`config.mk`:
```
export PLATFORM = sky130hd
export DESIGN_NAME = vga_line_fetch
export DESIGN_NICKNAME = d
export VERILOG_FILES = /design/src/rtl/vga_line_fetch.sv
export SDC_FILE = /design/constraint.sdc
export NUM_CORES = 2
export LEC_CHECK = 0
export BUFFER_PORTS_ARGS = -buffer_cell sky130_fd_sc_hd__buf_2
export CORE_ASPECT_RATIO = 1.1
export CORE_MARGIN = 2
export CORE_UTILIZATION = 40
export DETAILED_ROUTE_END_ITERATION = 12
export PLACE_DENSITY = 0.65
export SETUP_SLACK_MARGIN = 0.4
export SLEW_MARGIN = 20
export SYNTH_ARGS = -nofsm -noshare
export SYNTH_HDL_FRONTEND = slang
export SYNTH_SLANG_ARGS = --single-unit
```
`constraint.sdc`:
```
create_clock -name clock -period 6.7 [get_ports clock]
set_input_delay 1.34 -clock clock [delete_from_list [all_inputs] [get_ports clock]]
set_output_delay 1.34 -clock clock [all_outputs]
set_load 0.05 [all_outputs]
```
`src/rtl/vga_line_fetch.sv`:
```
// Framebuffer read DMA: AXI4 INCR read bursts into a 64-bit FIFO, unpacked to a 32-bit pixel stream.
// Optional underflow statistics counter enabled by defining VGA_LINE_FETCH_STAT_EN.
module vga_line_fetch #(
    parameter int H_PIX      = 640,
    parameter int V_LINES    = 480,
    parameter int BURST_LEN  = 16,
    parameter int FIFO_DEPTH = 64
) (
    input  logic        clock,
    input  logic        reset,
    input  logic [31:0] io_fb_base,
    input  logic        io_frame_start,
    input  logic        io_master_arready,
    output logic        io_master_arvalid,
    output logic [31:0] io_master_araddr,
    output logic [3:0]  io_master_arid,
    output logic [7:0]  io_master_arlen,
    output logic [2:0]  io_master_arsize,
    output logic [1:0]  io_master_arburst,
    output logic        io_master_rready,
    input  logic        io_master_rvalid,
    input  logic [1:0]  io_master_rresp,
    input  logic [63:0] io_master_rdata,
    input  logic        io_master_rlast,
    input  logic [3:0]  io_master_rid,
    output logic        io_pix_valid,
    input  logic        io_pix_ready,
    output logic [31:0] io_pix_data,
    output logic        io_err
`ifdef VGA_LINE_FETCH_STAT_EN
    ,
    output logic [15:0] io_underflow_cnt
`endif
);

    // state | meaning
    // IDLE  | waiting for frame start, remaining words and FIFO space for a whole burst
    // ADDR  | presenting AR for the burst at cur_addr
    // DATA  | accepting R beats into the FIFO until rlast
    // DRAIN | frame restarted mid-burst; swallowing beats until rlast, then reload
    typedef enum logic [1:0] {IDLE, ADDR, DATA, DRAIN} state_t;

    localparam int AW = $clog2(FIFO_DEPTH);
    localparam logic [31:0] TOTAL_WORDS = 32'(H_PIX * V_LINES / 2);
    localparam logic [31:0] BURST_W     = 32'(BURST_LEN);
    localparam logic [31:0] ADDR_STEP   = 32'(BURST_LEN * 8);
    localparam logic [AW:0] DEPTH_C     = (AW+1)'(FIFO_DEPTH);
    localparam logic [AW:0] BURST_C     = (AW+1)'(BURST_LEN);

    state_t       state;
    logic [31:0]  cur_addr;
    logic [31:0]  words_left;
    logic [31:0]  pend_base;
    logic         arvalid_q;
    logic [31:0]  araddr_q;
    logic         rready_q;
    logic         err_q;

    logic [63:0]  mem [FIFO_DEPTH];
    logic [AW-1:0] wr_ptr;
    logic [AW-1:0] rd_ptr;
    logic [AW:0]  count;
    logic         half;

    logic         beat;
    logic         push;
    logic         pop;
    logic         pix_fire;
    logic         restart;
    logic [31:0]  restart_base;
    logic [AW:0]  free_space;
    logic [63:0]  head;
    logic         unused_rid;

    assign unused_rid = ^io_master_rid;

    assign beat       = io_master_rvalid && rready_q;
    assign push       = (state == DATA) && beat && !io_frame_start;
    assign io_pix_valid = (count != '0);
    assign pix_fire   = io_pix_valid && io_pix_ready;
    assign pop        = pix_fire && half;
    assign free_space = DEPTH_C - count;
    assign head       = mem[rd_ptr];
    assign io_pix_data = io_pix_valid ? (half ? head[63:32] : head[31:0]) : 32'h0;

    // A restart reloads the frame pointers and flushes the FIFO; it never
    // happens while a burst is still outstanding on the R channel.
    always_comb begin
        restart      = 1'b0;
        restart_base = io_fb_base;
        case (state)
            IDLE:  restart = io_frame_start;
            ADDR:  restart = io_frame_start && !io_master_arready;
            DATA:  restart = io_frame_start && beat && io_master_rlast;
            DRAIN: begin
                restart      = beat && io_master_rlast;
                restart_base = io_frame_start ? io_fb_base : pend_base;
            end
            default: restart = 1'b0;
        endcase
    end

    always_ff @(posedge clock or posedge reset) begin
        if (reset) begin
            state      <= IDLE;
            cur_addr   <= '0;
            words_left <= '0;
            pend_base  <= '0;
            arvalid_q  <= 1'b0;
            araddr_q   <= '0;
            rready_q   <= 1'b0;
            err_q      <= 1'b0;
        end else begin
            if (beat && io_master_rresp != 2'b00)
                err_q <= 1'b1;
            case (state)
                IDLE: begin
                    if (!io_frame_start && words_left != '0 && free_space >= BURST_C) begin
                        state     <= ADDR;
                        arvalid_q <= 1'b1;
                        araddr_q  <= cur_addr;
                    end
                end
                ADDR: begin
                    if (io_master_arready) begin
                        arvalid_q  <= 1'b0;
                        rready_q   <= 1'b1;
                        cur_addr   <= cur_addr + ADDR_STEP;
                        words_left <= words_left - BURST_W;
                        if (io_frame_start) begin
                            pend_base <= io_fb_base;
                            state     <= DRAIN;
                        end else begin
                            state <= DATA;
                        end
                    end else if (io_frame_start) begin
                        arvalid_q <= 1'b0;
                        state     <= IDLE;
                    end
                end
                DATA: begin
                    if (beat && io_master_rlast) begin
                        rready_q <= 1'b0;
                        state    <= IDLE;
                    end else if (io_frame_start) begin
                        pend_base <= io_fb_base;
                        state     <= DRAIN;
                    end
                end
                DRAIN: begin
                    if (io_frame_start)
                        pend_base <= io_fb_base;
                    if (beat && io_master_rlast) begin
                        rready_q <= 1'b0;
                        state    <= IDLE;
                    end
                end
                default: state <= IDLE;
            endcase
            if (restart) begin
                cur_addr   <= restart_base;
                words_left <= TOTAL_WORDS;
            end
        end
    end

    always_ff @(posedge clock or posedge reset) begin
        if (reset) begin
            wr_ptr <= '0;
            rd_ptr <= '0;
            count  <= '0;
            half   <= 1'b0;
        end else if (restart) begin
            wr_ptr <= '0;
            rd_ptr <= '0;
            count  <= '0;
            half   <= 1'b0;
        end else begin
            if (push)
                wr_ptr <= wr_ptr + 1'b1;
            if (pop)
                rd_ptr <= rd_ptr + 1'b1;
            if (push && !pop)
                count <= count + 1'b1;
            else if (pop && !push)
                count <= count - 1'b1;
            if (pix_fire)
                half <= ~half;
        end
    end

    always_ff @(posedge clock) begin
        if (push)
            mem[wr_ptr] <= io_master_rdata;
    end

`ifdef VGA_LINE_FETCH_STAT_EN
    logic [15:0] underflow_q;
    logic        fetch_active;

    assign fetch_active = (words_left != '0) || (count != '0) || (state != IDLE);

    always_ff @(posedge clock or posedge reset) begin
        if (reset)
            underflow_q <= '0;
        else if (io_pix_ready && !io_pix_valid && fetch_active && underflow_q != 16'hFFFF)
            underflow_q <= underflow_q + 16'd1;
    end

    assign io_underflow_cnt = underflow_q;
`endif

    assign io_master_arvalid = arvalid_q;
    assign io_master_araddr  = araddr_q;
    assign io_master_arid    = 4'd0;
    assign io_master_arlen   = 8'(BURST_LEN - 1);
    assign io_master_arsize  = 3'd3;
    assign io_master_arburst = 2'd1;
    assign io_master_rready  = rready_q;
    assign io_err            = err_q;

endmodule
```
# After elaboration in Yosys (flattened, before gate mapping)
# Memory sizes are Yosys's and may differ from the RTL's.
# Index checks and enable logic that the tools add are counted.
[op_classes]
addsub = 7
n_lt_le_gt_ge = 1
n_eq_ne = 10
mux = 40
bitwise = 1
n_reduce_logical = 38
[op_table]
columns = ["operator", "n"]
rows = [
  ["2-to-1 mux 32 bit", 12],
  ["case mux 32 bit (3 select lines)", 1],
  ["adder 32 x 8 -> 32 bit (second input constant)", 1],
  ["nonzero test 32 bit", 1],
  ["subtractor 32 x 5 -> 32 bit (second input constant)", 1],
  ["2-to-1 mux 6 bit", 4],
  ["2-to-1 mux 7 bit", 3],
  ["nonzero test 2 bit", 8],
  ["logical AND 1 bit", 14],
  ["adder 6 x 1 -> 6 bit (second input constant)", 2],
  ["2-to-1 mux 2 bit", 6],
  ["2-to-1 mux 1 bit", 10],
  ["AND reduction 3 bit", 3],
  ["inequality test 2 bit (second input constant)", 4],
  ["case mux 2 bit (4 select lines)", 1],
  ["adder 7 x 1 -> 7 bit (second input constant)", 1],
  [">= comparator 7 x 5 -> 1 bit (second input constant)", 1],
  ["nonzero test 7 bit", 1],
  ["subtractor 7 x 1 -> 7 bit (second input constant)", 1],
  ["subtractor 7 bit (first input constant)", 1],
  ["nonzero test 3 bit", 2],
  ["== test 2 bit (second input constant)", 2],
  ["zero test 1 bit", 4],
  ["case mux 1 bit (2 select lines)", 2],
  ["other kinds (10)", 11],
]
[totals]
ff_bits = 153
ramBits = 4096
n_memories = 1
[memory_table]
columns = ["memory", "words", "width", "read_ports", "rd_ports_with_merged_regs", "write_ports", "line", "text"]
rows = [
  ["mem", 64, 64, 1, 0, 1, "59", "logic [63:0] mem [FIFO_DEPTH];"],
]

# Logic depth before layout (Yosys ltp)
[logic_depth]
word_depth = 8
mapped_depth = 11

# Worst setup path after synthesis
# No wires, ideal clock.
[synth_path]
path_kind = "input port to flip-flop"
from = "input io_frame_start"
to = "memory mem[58][0] (enable)"
arrival_time_ns = 5.291
required_ns = 6.213
setup_slack_ns = 0.923
stages = 5
n_path_buf = 1
cell_sequence = "nor4_2 clkbuf_1 nor2b_1 nand3_1 nor2_1"
[synth_via]
elab_chain_len = 4
[synth_lines]
columns = ["element", "line", "text"]
rows = [
  ["from (decl)", "12", "input logic io_frame_start,"],
  ["zero test 1 bit", "78", "assign push = (state == DATA) && beat && !io_frame_start;"],
  ["logical AND 1 bit", "78", ""],
  ["2-to-1 mux 1 bit", "193", "if (push)"],
  ["2-to-1 mux 1 bit (implied by the code)", "194", "mem[wr_ptr] <= io_master_rdata;"],
  ["to (decl)", "59", ""],
]
# Every way passes these cells.

# Worst setup path in the final report
[layout_path]
from = "register rd_ptr[3]"
to = "output io_pix_data[30]"
[layout_via]
elab_chain_len = 3
[layout_lines]
columns = ["element", "line", "text"]
rows = [
  ["from (decl)", "61", "logic [AW-1:0] rd_ptr;"],
  ["from (signal assigned)", "182", "rd_ptr <= rd_ptr + 1'b1;"],
  ["memory read (64 x 64 bit)", "-", ""],
  ["2-to-1 mux 32 bit (2 in a row)", "84", "assign io_pix_data = io_pix_valid ? (half ? head[63:32] : head[31:0]) : 32'h0;"],
  ["to (decl)", "28", "output logic [31:0] io_pix_data,"],
]
# Every way passes these cells.

==> results by group <==
CTS
  • Clk_lat worst skew: 1.00 ns
  • Clock root cell: clkbuf_16
  • Clock-pin transition on the worst setup and hold timing paths: approximately 0.06 ns
  • Clk buf depth: 4
  • H-tree Lvls: 5
  • CTS tree: done
  • CTS Buf Count: approximately 410
  • # hold bufs at CTS: 0
  • Clock Sinks: around 4200

Global route
  • Largest net degree at the start of global routing: 118
  • Vias in the first global route: around 84000
  • Total gr overflow: 0
  • Initial antenna violation count: 50
  • Gr usage total: approximately a quarter
  • First-pass GRT wire length: between 600 and 700 mm

Placed design
  • Dpl hpwl: between 200 and 300 mm
  • PortBufs: approximately 170
  • Routability-driven placement congestion ratio: between 0.8 and 0.9
  • Placed cell count: roughly 13000

Power
  • Internal power: roughly 46 mW
  • Final Power: between 60 and 70 mW
  • Worst VDD drop: about 0.27 mV
  • Flop pwr share: 47.2%
  • Sw frac: a little over a quarter
  • Pwr dens: 339 mW/mm²
  • Sw Pwr: roughly 17 mW
  • Leak Pwr: between 50 and 60 nW
  • Comb power frac: 17.0%
  • Clock group share of total power: a little over a third

Timing
  • Min cycle time layout: around 6.4 ns
  • Final period util: between 90 and 100%
  • Final slew viol count: 0
  • Peak Freq: approximately 0.16 GHz
  • RSZ-0062 raised after global routing: false
  • Clk_skew: approximately 0.062 ns
  • WHS: between 0.4 and 0.5 ns
  • Tightest Pin Transition: between 1 and 1.5 ns
  • Rel. slew slack: between 10% and 20%
  • Setup violators final: 0
  • Final Hold Viols: 0
  • TNS Setup: 0 ns

Detailed routing
  • First-pass DRT Iterations: 6
  • DRT antenna net count: 0
  • Via count of the routed design: approximately 87000
  • DRT iter0 DRCs: 12400
  • Mean routed wirelength per cell: roughly 34 µm
  • Remaining DRCs: 0
  • Drt total wl: slightly below 500 mm
  • DR vias/cell: 6.11

Final layout
  • Fillers: ~33000
  • Area of the multi-input gates: 0.0348 mm²
  • Fin cells: around 14000
  • Area Overhead vs Synth: 14.1%
  • Register area: between 0.1 and 0.15 mm²
  • Share of layout cells above drive strength 1: between 20% and 30%
  • Util after Layout: a little under half
  • Nets: between 8000 and 9000

Critical path
  • Critical Path RT: ~5.4 ns
  • Delay of the slowest critical-path stage: around 1.1 ns
  • CP Class: reg -> out
  • Critical Path AT: between 5 and 6 ns
  • Critical Path Source Type: flip-flop
  • CP Cell Sequence: nor2b_4 -> buf_4 -> o21ai_0 -> or3_1 -> a31oi_1 -> o21ai_1 -> buf_2
  • Worst Setup End Kind: primary output
  • Crit Path Max Fanout: 35
  • Slowest cell on crit path: dfrtp_4
  • CP Buf/Inv Count: 2
  • Top delay family on crit path: simple AND/OR/NAND/NOR gates

Synth
  • Primary flip-flop cell chosen by synthesis mapping: edfxtp_1
  • Yosys warnings: 0
  • Sequential share of the synthesized area: 77.6%
  • Syn_area_per_cell: between 20 and 25 µm²
  • Ys async rst share: 3.51%
  • Number of flops mapped to enable cells by yosys: just over 4000
  • Distinct cells, synth: 80
  • Yosys reg bits: about 4200
  • Post-Syn Area: about 0.16 mm²
  • Synthesized instance count: around 8000

Run status
  • Status: completed

Floorplan
  • Initial Util: around two fifths
  • Top Ports: between 150 and 200
  • Die Wd: 613 µm
  • DIE AREA: around 0.41 mm²
  • Core ar.: ~0.41 mm²
  • Die height: roughly 670 µm
  • # rows: 246

Hold path
  • Class of the worst hold path: reg -> reg

Job
  • MaxCap Viol Count: 0
[cells by family (layout without fill, tap and decap cells)]
logic type | after synthesis | in the layout | synth area share, %
DFF | 4245 | 4245 | 77.6
muxes | 1474 | 1474 | 14.6
AOI/OAI and AO/OA | 947 | 947 | 3.78
and+or+nand+nor | 739 | 741 | 2.12
buffers and inverters | 498 | 1264 | 1.48
xor gates and xnor gates | 42 | 42 | 0.225
adders and majority gates | 12 | 12 | 0.0966
other | 2 | 55 | 0.00460
[placed cells by master (no fill, tap or decap), types with 13 or more instances in the layout]
cell	count
edfxtp_1	4096
mux4_2	716
mux2i_1	690
clkbuf_16	414
o22ai_1	410
buf_4	268
nand2_1	206
nor3_1	183
buf_2	146
dfrtp_1	144
a21oi_1	142
nor2_1	105
a22oi_1	91
buf_12	91
clkbuf_1	87
clkinv_1	85
nor2_4	68
clkinv_2	63
a31oi_1	56
a211oi_1	54
nand3_1	42
o221ai_1	40
o21ai_0	39
diode_2	38
mux2_2	36
o31ai_1	34
bufinv_16	34
mux2_4	28
xnor2_1	25
o21ai_1	23
or3_1	22
and2_1	18
xor2_1	17
conb_1	17
clkinvlp_4	13
[final timing paths]
check	startpoint	end	slack, ns	cells past startpoint
max	rd_ptr[3]	io_pix_data[30]	0.33	7
min	io_err	io_err	0.49	1
max reg2reg	state[1]	mem[51][37]	2.16	6
min reg2reg	io_err	io_err	0.49	1
max in group asynchronous	reset	rd_ptr[1]	4.76	3
min in group asynchronous	reset	io_master_araddr[6]	0.59	2
[power groups by stage]
| stage | Sequential, mW | Clock (mW) | Combinational, mW |
|---|---|---|---|
| floorplan | 30.6 | 0 | 6.80 |
| global placement | 30.4 | 0 | 10.5 |
| detailed placement | 30.4 | 0 | 10.6 |
| CTS | 29.8 | 22.8 | 10.7 |
| global route | 29.8 | 23.9 | 11.3 |
| finish | 29.8 | 22.6 | 10.8 |
[metal layers]
metal | wire length [µm] | track usage, %
met1 | 176000 | 30.4
met5 | 180 | 0
met2 | 233000 | 37.7
met4 | 25000 | 10.3
met3 | 56400 | 4.89
[timing repair]
action	in CTS	in global routing
endpoints found under the setup margin	28	10
setup buffers	4	6
cloned	1	1
pin swaps	1	1
resized for setup	3	1
[synthesized netlist by cell type, types with 11 or more instances]
master | count | share of area [%]
ha_1 | 11 | 0.084
clkbuf_1 | 216 | 0.50
mux2i_1 | 690 | 4.2
a22oi_1 | 91 | 0.42
xnor2_1 | 25 | 0.13
nor2b_1 | 14 | 0.054
o21ai_0 | 39 | 0.12
o21ai_1 | 23 | 0.071
buf_4 | 108 | 0.50
a31oi_1 | 57 | 0.22
edfxtp_1 | 4096 | 75
and2_1 | 21 | 0.080
a21oi_1 | 143 | 0.44
xor2_1 | 17 | 0.091
nand2b_1 | 11 | 0.042
mux4_2 | 716 | 9.9
nand3_1 | 43 | 0.13
mux2_4 | 28 | 0.26
a211oi_1 | 54 | 0.25
nor2_1 | 173 | 0.40
dfrtp_1 | 149 | 2.3
or3_1 | 22 | 0.084
nand2_1 | 212 | 0.49
buf_1 | 65 | 0.15
nor3_1 | 183 | 0.56
inv_1 | 14 | 0.032
buf_2 | 90 | 0.28
mux2_2 | 36 | 0.25
nand4_1 | 11 | 0.042
o22ai_1 | 410 | 1.6
o221ai_1 | 40 | 0.21
o31ai_1 | 34 | 0.16
[stage by stage]
step / setup slack (ns) / instance area [µm²]
detailed placement: 1.09 / 173000
global route: 0.399 / 186000
finish: 0.334 / 186000
CTS: 0.369 / 186000
floorplan: 0.923 / 163000
global placement: 1.09 / 173000
[flip-flops by register name, indices dropped and copies added, names as in the netlist]
signal	count
rd_ptr	6
words_left	28
wr_ptr	6
pend_base	32
mem	4096
count	7
io_master_rready	1
io_master_araddr	32
state	2
half	1
io_master_arvalid	1
cur_addr	32
io_err	1
[final cells by class]
type,count,area share (%)
Tap cell,5456,3.67
Timing Repair Buffer,510,2.50
Clock inverter,230,1.21
Multi-Input combinational cell,3233,18.7
Antenna cell,38,0.0511
Sequential cell,4245,68.1
Clock buffer,508,5.79
Inverter,16,0.0403
Note: power is estimated with default switching activity, not from simulation.
